## src/rtl/uart_tx_arbiter.sv

```systemverilog
// ============================================================================
// Module   : uart_tx_arbiter
// Purpose  : Round-robin sharing of one UART transmitter among NREQ requesters,
//            with inter-frame gap and a timeout against a stuck transmitter.
// Revision : 1.0 - initial release
// ============================================================================
`default_nettype none

module uart_tx_arbiter #(
    parameter int NREQ    = 4,
    parameter int DBIT    = 8,
    parameter int GAP_CYC = 16,
    parameter int TO_CYC  = 2000000
) (
    input  logic                     i_clk,
    input  logic                     i_rst_n,
    input  logic [NREQ-1:0]          i_req,
    input  logic [NREQ*DBIT-1:0]     i_data,
    input  logic                     i_done_tx,
    output logic                     o_tx_start,
    output logic [DBIT-1:0]          o_tx_data,
    output logic [NREQ-1:0]          o_ack,
    output logic [NREQ-1:0]          o_done,
    output logic                     o_err,
    output logic                     o_busy,
    output logic [$clog2(NREQ)-1:0]  o_grant_id
);

    localparam int IDW  = $clog2(NREQ);
    localparam int TOW  = $clog2(TO_CYC + 1);
    localparam int GW   = (GAP_CYC > 0) ? $clog2(GAP_CYC + 1) : 1;

    typedef enum logic [1:0] {
        IDLE   = 2'd0,
        LAUNCH = 2'd1,
        WAIT   = 2'd2,
        GAP    = 2'd3
    } state_t;

    state_t           state, state_d;
    logic [IDW-1:0]   ptr, ptr_d;
    logic [IDW-1:0]   grant_id_d;
    logic [DBIT-1:0]  tx_data_d;
    logic [NREQ-1:0]  ack_d, done_d;
    logic             tx_start_d, err_d, busy_d;
    logic [TOW-1:0]   to_cnt, to_cnt_d;
    logic [GW-1:0]    gap_cnt, gap_cnt_d;

    logic             sel_found;
    logic [IDW-1:0]   sel_idx;
    logic [IDW:0]     cand_w;
    logic [IDW-1:0]   cand;

    // Search starts just past the last grant, wrapping modulo NREQ.
    always_comb begin
        sel_found = 1'b0;
        sel_idx   = '0;
        cand_w    = '0;
        cand      = '0;
        for (int i = 1; i <= NREQ; i++) begin
            cand_w = {1'b0, ptr} + (IDW+1)'(i);
            if (cand_w >= (IDW+1)'(NREQ)) begin
                cand_w = cand_w - (IDW+1)'(NREQ);
            end
            cand = cand_w[IDW-1:0];
            if (!sel_found && i_req[cand]) begin
                sel_found = 1'b1;
                sel_idx   = cand;
            end
        end
    end

    always_comb begin
        state_d    = state;
        ptr_d      = ptr;
        grant_id_d = o_grant_id;
        tx_data_d  = o_tx_data;
        ack_d      = '0;
        done_d     = '0;
        tx_start_d = 1'b0;
        err_d      = 1'b0;
        to_cnt_d   = to_cnt;
        gap_cnt_d  = gap_cnt;
        case (state)
            IDLE: begin
                if (sel_found) begin
                    tx_data_d  = i_data[sel_idx*DBIT +: DBIT];
                    grant_id_d = sel_idx;
                    ptr_d      = sel_idx;
                    ack_d      = NREQ'(1) << sel_idx;
                    state_d    = LAUNCH;
                end
            end
            LAUNCH: begin
                tx_start_d = 1'b1;
                to_cnt_d   = '0;
                state_d    = WAIT;
            end
            WAIT: begin
                // A done arriving on the timeout cycle still counts as success.
                if (i_done_tx) begin
                    done_d    = NREQ'(1) << o_grant_id;
                    gap_cnt_d = GW'(GAP_CYC);
                    state_d   = GAP;
                end else if (to_cnt == TOW'(TO_CYC - 1)) begin
                    err_d     = 1'b1;
                    gap_cnt_d = GW'(GAP_CYC);
                    state_d   = GAP;
                end else begin
                    to_cnt_d  = to_cnt + 1'b1;
                end
            end
            GAP: begin
                if (gap_cnt == '0) begin
                    state_d   = IDLE;
                end else begin
                    gap_cnt_d = gap_cnt - 1'b1;
                end
            end
            default: state_d = IDLE;
        endcase
        busy_d = (state_d != IDLE);
    end

    always_ff @(posedge i_clk or negedge i_rst_n) begin
        if (!i_rst_n) begin
            state      <= IDLE;
            ptr        <= IDW'(NREQ - 1);
            o_grant_id <= '0;
            o_tx_data  <= '0;
            o_ack      <= '0;
            o_done     <= '0;
            o_tx_start <= 1'b0;
            o_err      <= 1'b0;
            o_busy     <= 1'b0;
            to_cnt     <= '0;
            gap_cnt    <= '0;
        end else begin
            state      <= state_d;
            ptr        <= ptr_d;
            o_grant_id <= grant_id_d;
            o_tx_data  <= tx_data_d;
            o_ack      <= ack_d;
            o_done     <= done_d;
            o_tx_start <= tx_start_d;
            o_err      <= err_d;
            o_busy     <= busy_d;
            to_cnt     <= to_cnt_d;
            gap_cnt    <= gap_cnt_d;
        end
    end

endmodule

`default_nettype wire

```

## config.mk

```make
export PLATFORM = sky130hd
export DESIGN_NAME = uart_tx_arbiter
export DESIGN_NICKNAME = d
export VERILOG_FILES = /design/src/rtl/uart_tx_arbiter.sv
export SDC_FILE = /design/constraint.sdc
export NUM_CORES = 1
export LEC_CHECK = 0
export ABC_AREA = 1
export BUFFER_PORTS_ARGS = -buffer_cell sky130_fd_sc_hd__clkbuf_2
export CAP_MARGIN = 20
export CORE_ASPECT_RATIO = 1.2
export CORE_MARGIN = 2
export CORE_UTILIZATION = 51
export CTS_CLUSTER_DIAMETER = 200
export DETAILED_ROUTE_END_ITERATION = 8
export PLACE_DENSITY = 0.77
export SLEW_MARGIN = 15
export SYNTH_ARGS = -nofsm -noshare
export SYNTH_HDL_FRONTEND = slang
export SYNTH_SLANG_ARGS = --single-unit
```

## constraint.sdc

```tcl
create_clock -name i_clk -period 1.7 [get_ports i_clk]
set_clock_uncertainty 0.05 [all_clocks]
set_input_delay 0.085 -clock i_clk [delete_from_list [all_inputs] [get_ports i_clk]]
set_output_delay 0.085 -clock i_clk [all_outputs]
set_load 0.02 [all_outputs]
```

# Yosys cells after proc, flatten, opt, wreduce, memory -nomap -nowiden
# Index checks and enable logic that the tools add are counted.
dict set report word_totals {
  ff_bits 51
  in_bits 39
  output_inout_bits 21
}
dict set report classes {
  magnitude_cmp 8
  eq_ne 8
  n_shift 3
  mux 40
  add_sub_neg 10
  reduce_logical 14
}
# op n
set ops {}
lappend ops {{21-bit 2-to-1 mux} 2}
lappend ops {{21-bit case mux with 2 select lines} 1}
lappend ops {{32-bit by 6-bit variable part select with 8-bit output} 1}
lappend ops {{2-bit 2-to-1 mux} 12}
lappend ops {{21-bit by 1-bit adder with 21-bit output (second input constant)} 1}
lappend ops {{21-bit equality test (second input constant)} 1}
lappend ops {{4-bit 2-to-1 mux} 4}
lappend ops {{5-bit 2-to-1 mux} 3}
lappend ops {{3-bit >= comparator (second input constant)} 4}
lappend ops {{2-bit by 3-bit less-than comparator with 1-bit output (second input constant)} 4}
lappend ops {{1-bit 2-to-1 mux} 12}
lappend ops {{5-bit case mux with 2 select lines} 1}
lappend ops {{1-bit binary-select mux with 2-bit select} 4}
lappend ops {{2-bit case mux with 4 select lines} 1}
lappend ops {{1-bit by 2-bit << shifter with 4-bit output (first input constant)} 2}
lappend ops {{2-bit by 1-bit subtractor with 2-bit output (second input constant)} 4}
lappend ops {{2-bit by 2-bit adder with 3-bit output (second input constant)} 2}
lappend ops {{2-bit != test (second input constant)} 3}
lappend ops {{3-bit AND reduction} 2}
lappend ops {{2-bit nonzero test} 3}
lappend ops {{5-bit zero test} 1}
lappend ops {{5-bit by 1-bit subtractor with 5-bit output (second input constant)} 1}
lappend ops {{2-bit equality test (second input constant)} 2}
lappend ops {{2-bit by 1-bit adder with 3-bit output (second input constant)} 1}
lappend ops {{other kinds (7)} 11}

# Longest topological paths before layout
# Gate-level depths: netlist of the first run.
dict set report depth {
  ltp_word 18
  ltp_mapped 15
  depth_no_buf 13
}

# Worst setup path before layout of the first run
# OpenSTA, ideal clock, no wires.
dict set report synth_timing {
  path_type {register to register}
  startpoint {register ptr[0]}
  endpoint {register o_tx_data[6]}
  t_required_ps 1526
  path_stages_with_launch 16
  arrival_ps 1636
  slack_ps -109
  path_cell_list {dfstp_2 buf_6 inv_6 nand2_1 nand2_2 nand2_2 nand2_4 inv_2 nand2_2 nand2_4 nand3_4 buf_6 nand2_1 nand2_1 nand2_1 nand3_1}
}
dict set report synth_via {
  elab_chain_cells 16
  word_cells_on_any_way 40
  classes_between {add/sub: 8; order compare: 4; shift: 1; mux: 20; reduce/logical: 7}
}
# element line
set synth_lines {}
lappend synth_lines {{start, declared} 41} ;# logic [IDW-1:0] ptr, ptr_d;
lappend synth_lines {{start signal, assigned} 128} ;# ptr <= IDW'(NREQ - 1);
lappend synth_lines {{start signal, assigned} 140} ;# ptr <= ptr_d;
lappend synth_lines {{2-bit by 1-bit adder with 3-bit output} 61} ;# cand_w = {1'b0, ptr} + (IDW+1)'(i);
lappend synth_lines {{3-bit >= comparator or 2-bit by 1-bit subtractor with 2-bit output (tied branches)} {62, 63}}
lappend synth_lines {{2-bit 2-to-1 mux} 62} ;# if (cand_w >= (IDW+1)'(NREQ)) begin
lappend synth_lines {{1-bit binary-select mux with 2-bit select} 66} ;# if (!sel_found && i_req[cand]) begin
lappend synth_lines {{1-bit 2-to-1 mux (not written as such)} 66}
lappend synth_lines {{1-bit 2-to-1 mux} 66}
lappend synth_lines {{1-bit zero test} 66}
lappend synth_lines {{1-bit logical AND} 66}
lappend synth_lines {{1-bit 2-to-1 mux} 66}
lappend synth_lines {{1-bit zero test} 66}
lappend synth_lines {{1-bit logical AND} 66}
lappend synth_lines {{1-bit 2-to-1 mux} 66}
lappend synth_lines {{1-bit zero test} 66}
lappend synth_lines {{1-bit logical AND} 66}
lappend synth_lines {{2-bit 2-to-1 mux or 1-bit 2-to-1 mux (tied branches)} 66}
lappend synth_lines {{32-bit by 6-bit variable part select with 8-bit output or 2-bit AND reduction (tied branches)} -}
lappend synth_lines {{end signal, assigned} 142} ;# o_tx_data <= tx_data_d;
lappend synth_lines {{end, declared} 21} ;# output logic [DBIT-1:0] o_tx_data,
# Parallel ways exist; a longest one is shown, timed or not. The select of a mux whose other input is x is not followed.
# A chain may end at the register's enable or synchronous reset.

# Worst setup path after layout of the first run
dict set report layout_timing {
  startpoint {register ptr[0]}
  endpoint {register o_grant_id[1]}
}
dict set report layout_via {
  elab_chain_cells 16
  word_cells_on_any_way 39
  classes_between {add/sub: 8; order compare: 4; mux: 20; reduce/logical: 7}
}
# element line
set layout_lines {}
lappend layout_lines {{2-bit by 1-bit adder with 3-bit output} 61}
lappend layout_lines {{3-bit >= comparator or 2-bit by 1-bit subtractor with 2-bit output (tied branches)} {62, 63}}
lappend layout_lines {{2-bit 2-to-1 mux} 62}
lappend layout_lines {{1-bit binary-select mux with 2-bit select} 66}
lappend layout_lines {{1-bit 2-to-1 mux (not written as such)} 66}
lappend layout_lines {{1-bit 2-to-1 mux} 66}
lappend layout_lines {{1-bit zero test} 66}
lappend layout_lines {{1-bit logical AND} 66}
lappend layout_lines {{1-bit 2-to-1 mux} 66}
lappend layout_lines {{1-bit zero test} 66}
lappend layout_lines {{1-bit logical AND} 66}
lappend layout_lines {{1-bit 2-to-1 mux} 66}
lappend layout_lines {{1-bit zero test} 66}
lappend layout_lines {{1-bit logical AND} 66}
lappend layout_lines {{1-bit 2-to-1 mux} 66}
lappend layout_lines {{2-bit AND reduction (no line)} -}
lappend layout_lines {{end signal, assigned} 141} ;# o_grant_id <= grant_id_d;
lappend layout_lines {{end, declared} 26} ;# output logic [$clog2(NREQ)-1:0] o_grant_id
# Parallel ways exist; a longest one is shown, timed or not. The select of a mux whose other input is x is not followed.

==> flow_summary.yaml, run 1 <==
power_and_ir_drop:
  seqPwrFrac_pct: 21.9
  p_sw_w: 0.00403
  clock_power_share_pct: 9.3
  intPower_w: 0.00417
  p_total_w: 0.00819
  sw_frac_of_total_pct: 49.2
  combPwrFrac_pct: 68.7
  p_per_area_nw_per_um2: 1740
  ir_worst_vdd_mv: 1.54
  power_leakage_nw: 2.40
grt:
  grt_usage_pct: 24.6
  antenna_found_initial: 0
  grt_pass1_wl_um: 14100
  grt_max_degree: 20
  grt-ovfl-total: 0
  grt_pass1_vias: 3215
critical_path:
  crit_required_ns: 1.86
  crit_family: "simple AND/OR/NAND/NOR gates"
  cp_data_arrival_time_ns: 2.07
  cp_cell_sequence: "buf_12 > inv_8 > nand2_2 > nand2_2 > nand2_4 > nand2_4 > nor2_4 > nand3_4 > nand2_4 > inv_6 > nand2_4 > buf_6 > o21ai_1"
  path_depth: 13
  crit_fanout: 8
  critPathMaxStageDelay_ns: 0.57
  r2r_cells: 13
  cp_common_cell: "nand2_4"
  path_buf_inv: 4
  end_kind: "register"
  worstSetupPathType: "register to register"
  slowest_stage: "dfstp_2"
  start_kind: "register"
cts:
  clk_latency_ns: 0.32
  cts_max_level: 2
  clock-sinks: 51
  clk_pin_slew_ns: 0.11
  cts_max_path_buffers: 2
  cts-root-buf: "clkbuf_8"
  cts_inserted_buffers: 5
  cts_tree: "done"
floorplanning:
  die_area_um2: 6950
  core_um2: 6050
  num_rows: 31
  start_util_pct: 53.1
  die_width_um: 76.4
  die_h_um: 90.9
  io_pins: 60
synthesis:
  synthAdderAreaFrac_pct: 1.17
  synth_xor_area_share_pct: 3.27
  avgSynthCellArea_um2: 7.54
  yosys.area_share.simple_pct: 41.4
  ys_warn_count: 0
  postSynthNetCount: 468
  synth_cell_types: 37
  synth_seq_cells: 51
  synth_compound_area_share_pct: 6.19
  synth_top_family_by_area: "simple AND/OR/NAND/NOR gates"
  netlist_area_um2: 3210
  muxShareOfSynthArea_pct: 0
  syn_inst: 426
  synth-seq-area-share_pct: 39.8
layout:
  drive_above_1_share_pct: 46.1
  nets: 601
  antenna-diode-count: 0
  area_growth_pct: 47.0
  final_util_pct: 78.0
detailed_routing:
  drc: 0
  dr_wl_met3_um: 481
  drtIter0Drc: 179
  wl_per_cell_um: 15.3
  first_pass_iters: 4
  drt-met1-wl_um: 3780
  met2WireLength_um: 5220
  vias: 3471
  routed_wl_um: 9840
  vias_per_cell: 5.41
  ant_nets: 0
  top_layer_used: "met4"
timing:
  layout_setup_ws_ns: -0.207
  slew_violations: 0
  grt_setup_unrepaired: "true"
  clock.fmax_ghz: 0.524
  tightest_slew_ns: 0.436
  hold_violations: 0
  setup-violations-final: 31
  period_share_pct: 112
  finalCriticalPeriod_ns: 1.91
  setup_tns_ns: -3.47
  slew_headroom_pct: 70.9
min_path:
  hold_depth: 5
  hold_class: "input pin to register"
placed_design:
  gp_routability_congestion: 0.956
  dp_hpwl_um: 6190
  port_buffers: 59
outcome:
  violations: "setup timing"
  status: "complete, but fails checks"
job:
  cap_violations: 0
timing repair:
action / in CTS / in global routing
setup endpoints to repair: 24 / 46
pin swaps: 10 / 27
hold buffers: 2 / 0
gates resized for setup: 26 / 94
hold endpoints to repair: 17 / 0
setup buffers: 9 / 10
cloned: 0 / 6
routing by layer:
metal	track usage (%)	vias to the layer above
li1	-	1660
met1	29.8	1629
met2	44.8	141
met3	3.48	41
met4	7.88	0
met5	0	-
cell type report:
cell class	instances	area, um2
sequential	51	1280
inverter	48	208
clock inverter	3	26.3
timing repair buffer	135	1030
clock buffer	5	68.8
multi-input combinational	318	2000
fill	375	1330
tap	82	103
cell usage after synthesis (all sizes together):
| master | n | area [um2] |
|---|---|---|
| nand2 | 156 | 651 |
| dfrtp | 49 | 1230 |
| inv | 48 | 185 |
| nand3 | 35 | 225 |
| nor2 | 31 | 136 |
| nand4 | 27 | 169 |
| o21ai | 21 | 128 |
| nor3 | 14 | 81.3 |
| xor2 | 11 | 96.3 |
| buf | 9 | 73.8 |
| a21oi | 6 | 33.8 |
| nor4 | 5 | 46.3 |
| ha | 3 | 37.5 |
| dfstp | 2 | 52.6 |
| a21o | 1 | 7.51 |
| a31o | 1 | 8.76 |
| and3 | 1 | 6.26 |
| clkbuf | 1 | 3.75 |
| nand3b | 1 | 7.51 |
| o2111ai | 1 | 8.76 |
| o22ai | 1 | 12.5 |
| or2 | 1 | 6.26 |
| xnor2 | 1 | 8.76 |
state kept, by name, summed over array words and instances (netlist names):
register	cells
o_busy	1
o_grant_id	2
ptr	2
o_tx_start	1
gap_cnt	5
o_tx_data	8
o_err	1
state	2
o_ack	4
o_done	4
to_cnt	21
stage by stage:
step	setup slack, ns	area [um2]	std cells	hold WS (ns)
final	-0.207	4720	642	0.0106
after floorplan	-0.102	3220	426	-0.261
after CTS	-0.156	4220	627	0.000563
after detailed placement	-0.222	3980	609	-0.00770
after global placement	-0.178	3980	609	-0.00741
after global routing	-0.309	4720	642	0.0168
power by group through the flow:
stage	Sequential, W	Clock (W)	Combinational [W]
6_report	0.00180	0.000764	0.00563
5_1_grt	0.00183	0.000832	0.00609
2_1_floorplan	0.00197	0	0.00265
3_3_place_gp	0.00182	0	0.00402
3_5_place_dp	0.00182	0	0.00409
4_1_cts	0.00178	0.000767	0.00443
worst paths after layout:
path                                                 from                   endpoint  slack, ns
worst min-delay path                           i_data[22]   o_tx_data[6]$_DFFE_PN0P_       0.01
worst min register to register  o_grant_id[1]$_DFFE_PN0P_        o_done[0]$_DFF_PN0_       0.45
worst max-delay path                   ptr[0]$_DFFE_PN1P_  o_grant_id[1]$_DFFE_PN0P_      -0.21
worst max register to register         ptr[0]$_DFFE_PN1P_  o_grant_id[1]$_DFFE_PN0P_      -0.21
min in group asynchronous                         i_rst_n      to_cnt[3]$_DFFE_PN0P_       0.20
max in group asynchronous                         i_rst_n      to_cnt[1]$_DFFE_PN0P_       0.80
tightest hold or removal path: cells and delay by family:
family        cells  cell delay (ns)
buf+inv           1             0.07
simple gates      4             0.19
layout by cell type, fill, tap and decap left out, types with 5 or more instances in the layout:
master,Yosys,final
buf_6,3,5
clkbuf_8,0,5
buf_12,0,6
nor2_2,2,8
clkbuf_2,0,59
nand3_2,0,8
nor3_1,13,10
nand2_4,5,15
buf_4,0,58
inv_1,41,36
dfrtp_1,49,48
xor2_1,11,11
o21ai_1,1,6
o21ai_2,6,13
nand2_1,140,109
nor2_1,27,15
nand2_2,11,30
nor2_4,2,8
nand4_1,27,27
nand3_1,31,24
inv_2,6,7
cells by family (layout without fill, tap and decap cells):
kind of cell               after synthesis  after routing
and+or+nand+nor                        271            272
adders and majority gates                3              3
buffers and inverters                   58            191
xor gates and xnor gates                12             12
AOI/OAI and AO/OA                       31             31
DFF                                     51             51
Note: power is estimated with default switching activity, not from simulation.
==> inputs of run 2 (changes only) <==
==> constraint.sdc (replaced) <==
create_clock -name i_clk -period 1.7 [get_ports i_clk]
set_clock_uncertainty 0.05 [all_clocks]
set_input_delay 0.425 -clock i_clk [delete_from_list [all_inputs] [get_ports i_clk]]
set_output_delay 0.425 -clock i_clk [all_outputs]
set_load 0.02 [all_outputs]
==> flow_summary.yaml, run 2 (same netlist as run 1, synthesis figures left out) <==
job:
  cap_violations: 0
layout:
  top_regs: "to_cnt: 21 flops, o_tx_data: 8 flops, gap_cnt: 5 flops"
  nets: 598
  layout_commonest_cell: "nand2_1"
  regMostFlops: "to_cnt"
  final_cell_mix: "nand2_1, clkbuf_2, buf_4, dfrtp_1"
  largest_register_ffs: 21
  antenna-diode-count: 0
  nFillCells: 385
  area_growth_pct: 48.6
  drive_above_1_share_pct: 46.9
cts:
  clk_pin_slew_ns: 0.11
  cts-root-buf: "clkbuf_8"
  cts_max_level: 2
  cts_max_path_buffers: 2
  cts_inserted_buffers: 5
  clk_latency_ns: 0.32
  cts_tree: "done"
  clock-sinks: 51
floorplanning:
  die_h_um: 90.9
  core_um2: 6050
  start_util_pct: 53.1
  num_rows: 31
  io_pins: 60
  die_area_um2: 6950
  die_width_um: 76.4
power_and_ir_drop:
  ir_worst_vdd_mv: 1.63
  power_leakage_nw: 2.40
  p_total_w: 0.00880
  p_per_area_nw_per_um2: 1840
timing:
  hold_slack_ns: 0.0361
  layout_setup_ws_ns: -0.294
  hold_violations: 0
  clock.fmax_ghz: 0.501
  finalCriticalPeriod_ns: 1.99
  grt_setup_unrepaired: "true"
  slew_headroom_pct: 75.8
  tightest_slew_ns: 0.361
  period_share_pct: 117
  slew_violations: 0
  setup-violations-final: 43
critical_path:
  timing.rr.start: "ptr[0]$_DFFE_PN1P_"
  start_kind: "register"
  end_kind: "register"
  cp_data_arrival_time_ns: 2.16
  timing.rr.end: "o_tx_data[1]$_DFFE_PN0P_"
  crit_fanout: 8
  r2r_cells: 12
  worstSetupPathType: "register to register"
  regToRegSetupSlack_ns: -0.29
  crit_required_ns: 1.87
grt:
  grt_usage_pct: 23.7
  grt_pass1_vias: 3203
  grt-ovfl-total: 0
  antenna_found_initial: 0
  grt_max_degree: 52
  grt_pass1_wl_um: 13500
detailed_routing:
  drc: 0
  routed_wl_um: 10400
  ant_nets: 0
  vias_per_cell: 5.64
  first_pass_iters: 5
  vias: 3604
  drtIter0Drc: 296
  wl_per_cell_um: 16.3
min_path:
  hold_class: "input pin to asynchronous set/reset pin"
placed_design:
  gp_routability_congestion: 0.933
  dp_slack_ns: -0.225
  dp_hpwl_um: 6140
  port_buffers: 59
outcome:
  status: "complete, but fails checks"
  violations: "setup timing"
[run 2: worst max-delay path by stage]
| stage | endpoint | from |
|---|---|---|
| 6_report | o_tx_data[1]$_DFFE_PN0P_ | ptr[0]$_DFFE_PN1P_ |
| 5_1_grt | o_tx_data[7]$_DFFE_PN0P_ | ptr[0]$_DFFE_PN1P_ |
| 4_1_cts | o_tx_data[1]$_DFFE_PN0P_ | ptr[0]$_DFFE_PN1P_ |
| 3_5_place_dp | o_tx_data[1]$_DFFE_PN0P_ | ptr[0]$_DFFE_PN1P_ |
| 3_3_place_gp | o_tx_data[2]$_DFFE_PN0P_ | ptr[0]$_DFFE_PN1P_ |
| 2_1_floorplan | o_tx_data[0]$_DFFE_PN0P_ | ptr[0]$_DFFE_PN1P_ |
[run 2: metrics by stage]
step,cells,area [um2],utilization [%],setup TNS (ns)
4_1_cts,622,4180,69.1,-2.32
5_1_grt,639,4770,78.9,-10.91
2_1_floorplan,426,3220,-,-0.852
3_3_place_gp,609,3990,65.9,-1.99
3_5_place_dp,609,3990,65.9,-2.72
6_report,639,4770,78.9,-6.78
[run 2: repair_timing]
item	4_1_cts	5_1_grt
pin swaps	6	28
setup endpoints to repair	22	44
gates resized for setup	23	106
endpoints found under the hold margin	0	0
hold buffers	0	0
gates cloned	0	7
buffers inserted	5	10
[run 2: area by class of cell]
type | count | area [um2] | area share, %
Clock inverter | 3 | 23.8 | 0.498
Clock buffer | 5 | 68.8 | 1.44
Sequential cell | 51 | 1280 | 26.8
Inverter | 48 | 206 | 4.33
Multi-Input combinational cell | 318 | 2020 | 42.4
Tap cell | 82 | 103 | 2.15
Timing Repair Buffer | 132 | 1070 | 22.4
[run 2: worst max-delay path: stages, from the launching register on]
cell and delay, ns:
dfstp_2 0.63, inv_6 0.07, nand2_1 0.08, nand2_2 0.08, nand2_2 0.09, nand2_4 0.07
nor2_4 0.11, nand3_4 0.17, buf_12 0.19, nand4_1 0.09, nand2_1 0.10, nand2_2 0.08
nand3_2 0.07
[run 2: power by group]
part / internal, W / switching [W] / total (W)
Sequential: 0.00156 / 0.000271 / 0.00183
Clock: 0.000296 / 0.000456 / 0.000751
Combinational: 0.00262 / 0.00361 / 0.00623
[run 2: routing by layer]
metal,GRT usage (%),vias to the layer above,wire (um)
li1,-,1655,-
met1,26.6,1684,3640
met2,44.9,212,5550
met3,3.68,53,676
met4,8.48,0,532
met5,0,-,0
==> inputs of run 3 (changes only) <==
BUFFER_PORTS_ARGS = unset   (was -buffer_cell sky130_fd_sc_hd__clkbuf_2)
CORE_UTILIZATION = 52   (was 51)
DONT_BUFFER_PORTS = 1   (was unset)
GPL_TIMING_DRIVEN = 0   (was unset)
PLACE_DENSITY = 0.7   (was 0.77)
==> flow_summary.yaml, run 3 (same netlist as run 1, synthesis figures left out) <==
outcome:
  status: "complete, but fails checks"
  violations: "setup timing"
placed_design:
  port_buffers: 0
  gp_routability_congestion: 0.924
  dp_hpwl_um: 5220
  dpl_cell_area_um2: 3320
timing:
  grt_setup_unrepaired: "true"
  layout_setup_ws_ns: -0.303
  clock.fmax_ghz: 0.499
  hold_violations: 0
  slew_violations: 0
  slew_headroom_pct: 69.6
  finalCriticalPeriod_ns: 2.00
  tightest_slew_ns: 0.451
  period_share_pct: 118
  setup-violations-final: 34
  hold_slack_ns: 0.111
layout:
  final_cell_mix: "nand2_1, buf_4, dfrtp_1, inv_1"
  area_growth_pct: 33.2
  layout_commonest_cell: "nand2_1"
  drive_above_1_share_pct: 36.9
  stdcell_area_um2: 4280
  antenna-diode-count: 0
  top_regs: "to_cnt: 21 flops, o_tx_data: 8 flops, gap_cnt: 5 flops"
  nets: 531
  regMostFlops: "to_cnt"
  largest_register_ffs: 21
  final_util_pct: 71.1
  nFillCells: 434
cts:
  clk_latency_ns: 0.32
  clock-sinks: 51
  clk_pin_slew_ns: 0.10
  cts-root-buf: "clkbuf_8"
  cts_tree: "done"
  cts_max_path_buffers: 2
  cts_max_level: 2
  cts_inserted_buffers: 5
detailed_routing:
  drc: 0
  vias: 3142
  ant_nets: 0
  wl_per_cell_um: 15.8
  drtIter0Drc: 357
  first_pass_iters: 4
  routed_wl_um: 9030
  vias_per_cell: 5.49
floorplanning:
  core_um2: 6010
  die_area_um2: 6820
  num_rows: 31
  die_h_um: 90.1
  io_pins: 60
  start_util_pct: 53.4
  die_width_um: 75.7
grt:
  grt_usage_pct: 24.7
  met1_usage_pct: 29.0
  grt-ovfl-total: 0
  grt_pass1_vias: 2967
  use_met2_pct: 43.3
  busiest_layer: "met2"
  use_met3_pct: 4.26
  grt_max_degree: 52
  antenna_found_initial: 0
  grt_pass1_wl_um: 13200
power_and_ir_drop:
  p_sw_w: 0.00392
  power_leakage_nw: 2.06
  intPower_w: 0.00410
  seqPwrFrac_pct: 25.3
  clock_power_share_pct: 8.8
  ir_worst_vdd_mv: 2.01
  combPwrFrac_pct: 66.0
  sw_frac_of_total_pct: 48.9
  p_per_area_nw_per_um2: 1880
critical_path:
  worstSetupPathType: "register to register"
  crit_required_ns: 1.85
  start_kind: "register"
  crit_fanout: 6
  cp_data_arrival_time_ns: 2.15
  end_kind: "register"
job:
  cap_violations: 0
min_path:
  hold_class: "input pin to register"
==> run 3: worst max-delay path, stage by stage, from the launching register on <==
cell and delay, ns:
dfstp_2 0.57, buf_8 0.14, inv_8 0.05, nand2_2 0.09
nand2_4 0.08, nand2_4 0.08, nand2_4 0.06, nand2_4 0.08
nand3_4 0.11, buf_4 0.15, buf_4 0.12, nand4_1 0.07
nand2_1 0.08, nand2_1 0.07, nand3_1 0.08
==> run 3: path summary, 6_finish.rpt <==
check                                       startpoint                       end  slack (ns)  depth (start not counted)
max in group asynchronous                      i_rst_n        ptr[0]$_DFFE_PN1P_        0.71                          2
min in group asynchronous                      i_rst_n    to_cnt[15]$_DFFE_PN0P_        0.59                          2
worst max register to register      ptr[0]$_DFFE_PN1P_  o_tx_data[7]$_DFFE_PN0P_       -0.30                         14
worst min-delay path                         i_done_tx           o_err$_DFF_PN0_        0.11                          1
worst max-delay path                ptr[0]$_DFFE_PN1P_  o_tx_data[7]$_DFFE_PN0P_       -0.30                         14
worst min register to register  gap_cnt[1]$_DFFE_PN0P_    gap_cnt[1]$_DFFE_PN0P_        0.45                          2
==> run 3: routing by layer <==
metal / vias up / part of all wire, %
li1: 1517 / -
met1: 1489 / 39
met2: 114 / 54
met3: 22 / 4.7
met4: 0 / 2.7
met5: - / 0
==> run 3: timing repair <==
item,in CTS,in global routing
endpoints found under the hold margin,51,0
cloned,5,0
buffers inserted,28,21
resized for setup,55,65
hold buffers,2,0
pin swaps,12,27
endpoints found under the setup margin,43,43
==> run 3: power by group through the flow <==
stage | logic, W | registers (W) | clock network, W
global placement | 0.00316 | 0.00204 | 0
floorplan | 0.00265 | 0.00197 | 0
detailed placement | 0.00322 | 0.00203 | 0
global route | 0.00572 | 0.00206 | 0.000760
CTS | 0.00436 | 0.00202 | 0.000710
finish | 0.00529 | 0.00203 | 0.000704
==> run 3: layout make-up <==
class                           instances  area [um2]  share of cell area [%]
Timing Repair Buffer                   55         522                    12.2
Sequential cell                        51        1280                    30.0
Inverter                               48         200                    4.68
Multi-Input combinational cell        317        1970                    46.1
Tap cell                               82         103                    2.40
Buffer                                 10         106                    2.49
Clock buffer                            6        72.6                    1.70
Timing Repair inverter                  1        6.26                   0.146
Clock inverter                          2        12.5                   0.293
==> run 3: metrics by stage <==
| stage | setup WS (ns) | cells | total power [W] | setup TNS, ns |
|---|---|---|---|---|
| floorplan | -0.102 | 426 | 0.00462 | -0.852 |
| global placement | -0.288 | 508 | 0.00520 | -7.22 |
| detailed placement | -0.309 | 508 | 0.00525 | -8.24 |
| CTS | -0.210 | 551 | 0.00709 | -3.22 |
| global route | -0.381 | 572 | 0.00853 | -8.18 |
| finish | -0.303 | 572 | 0.00802 | -4.72 |
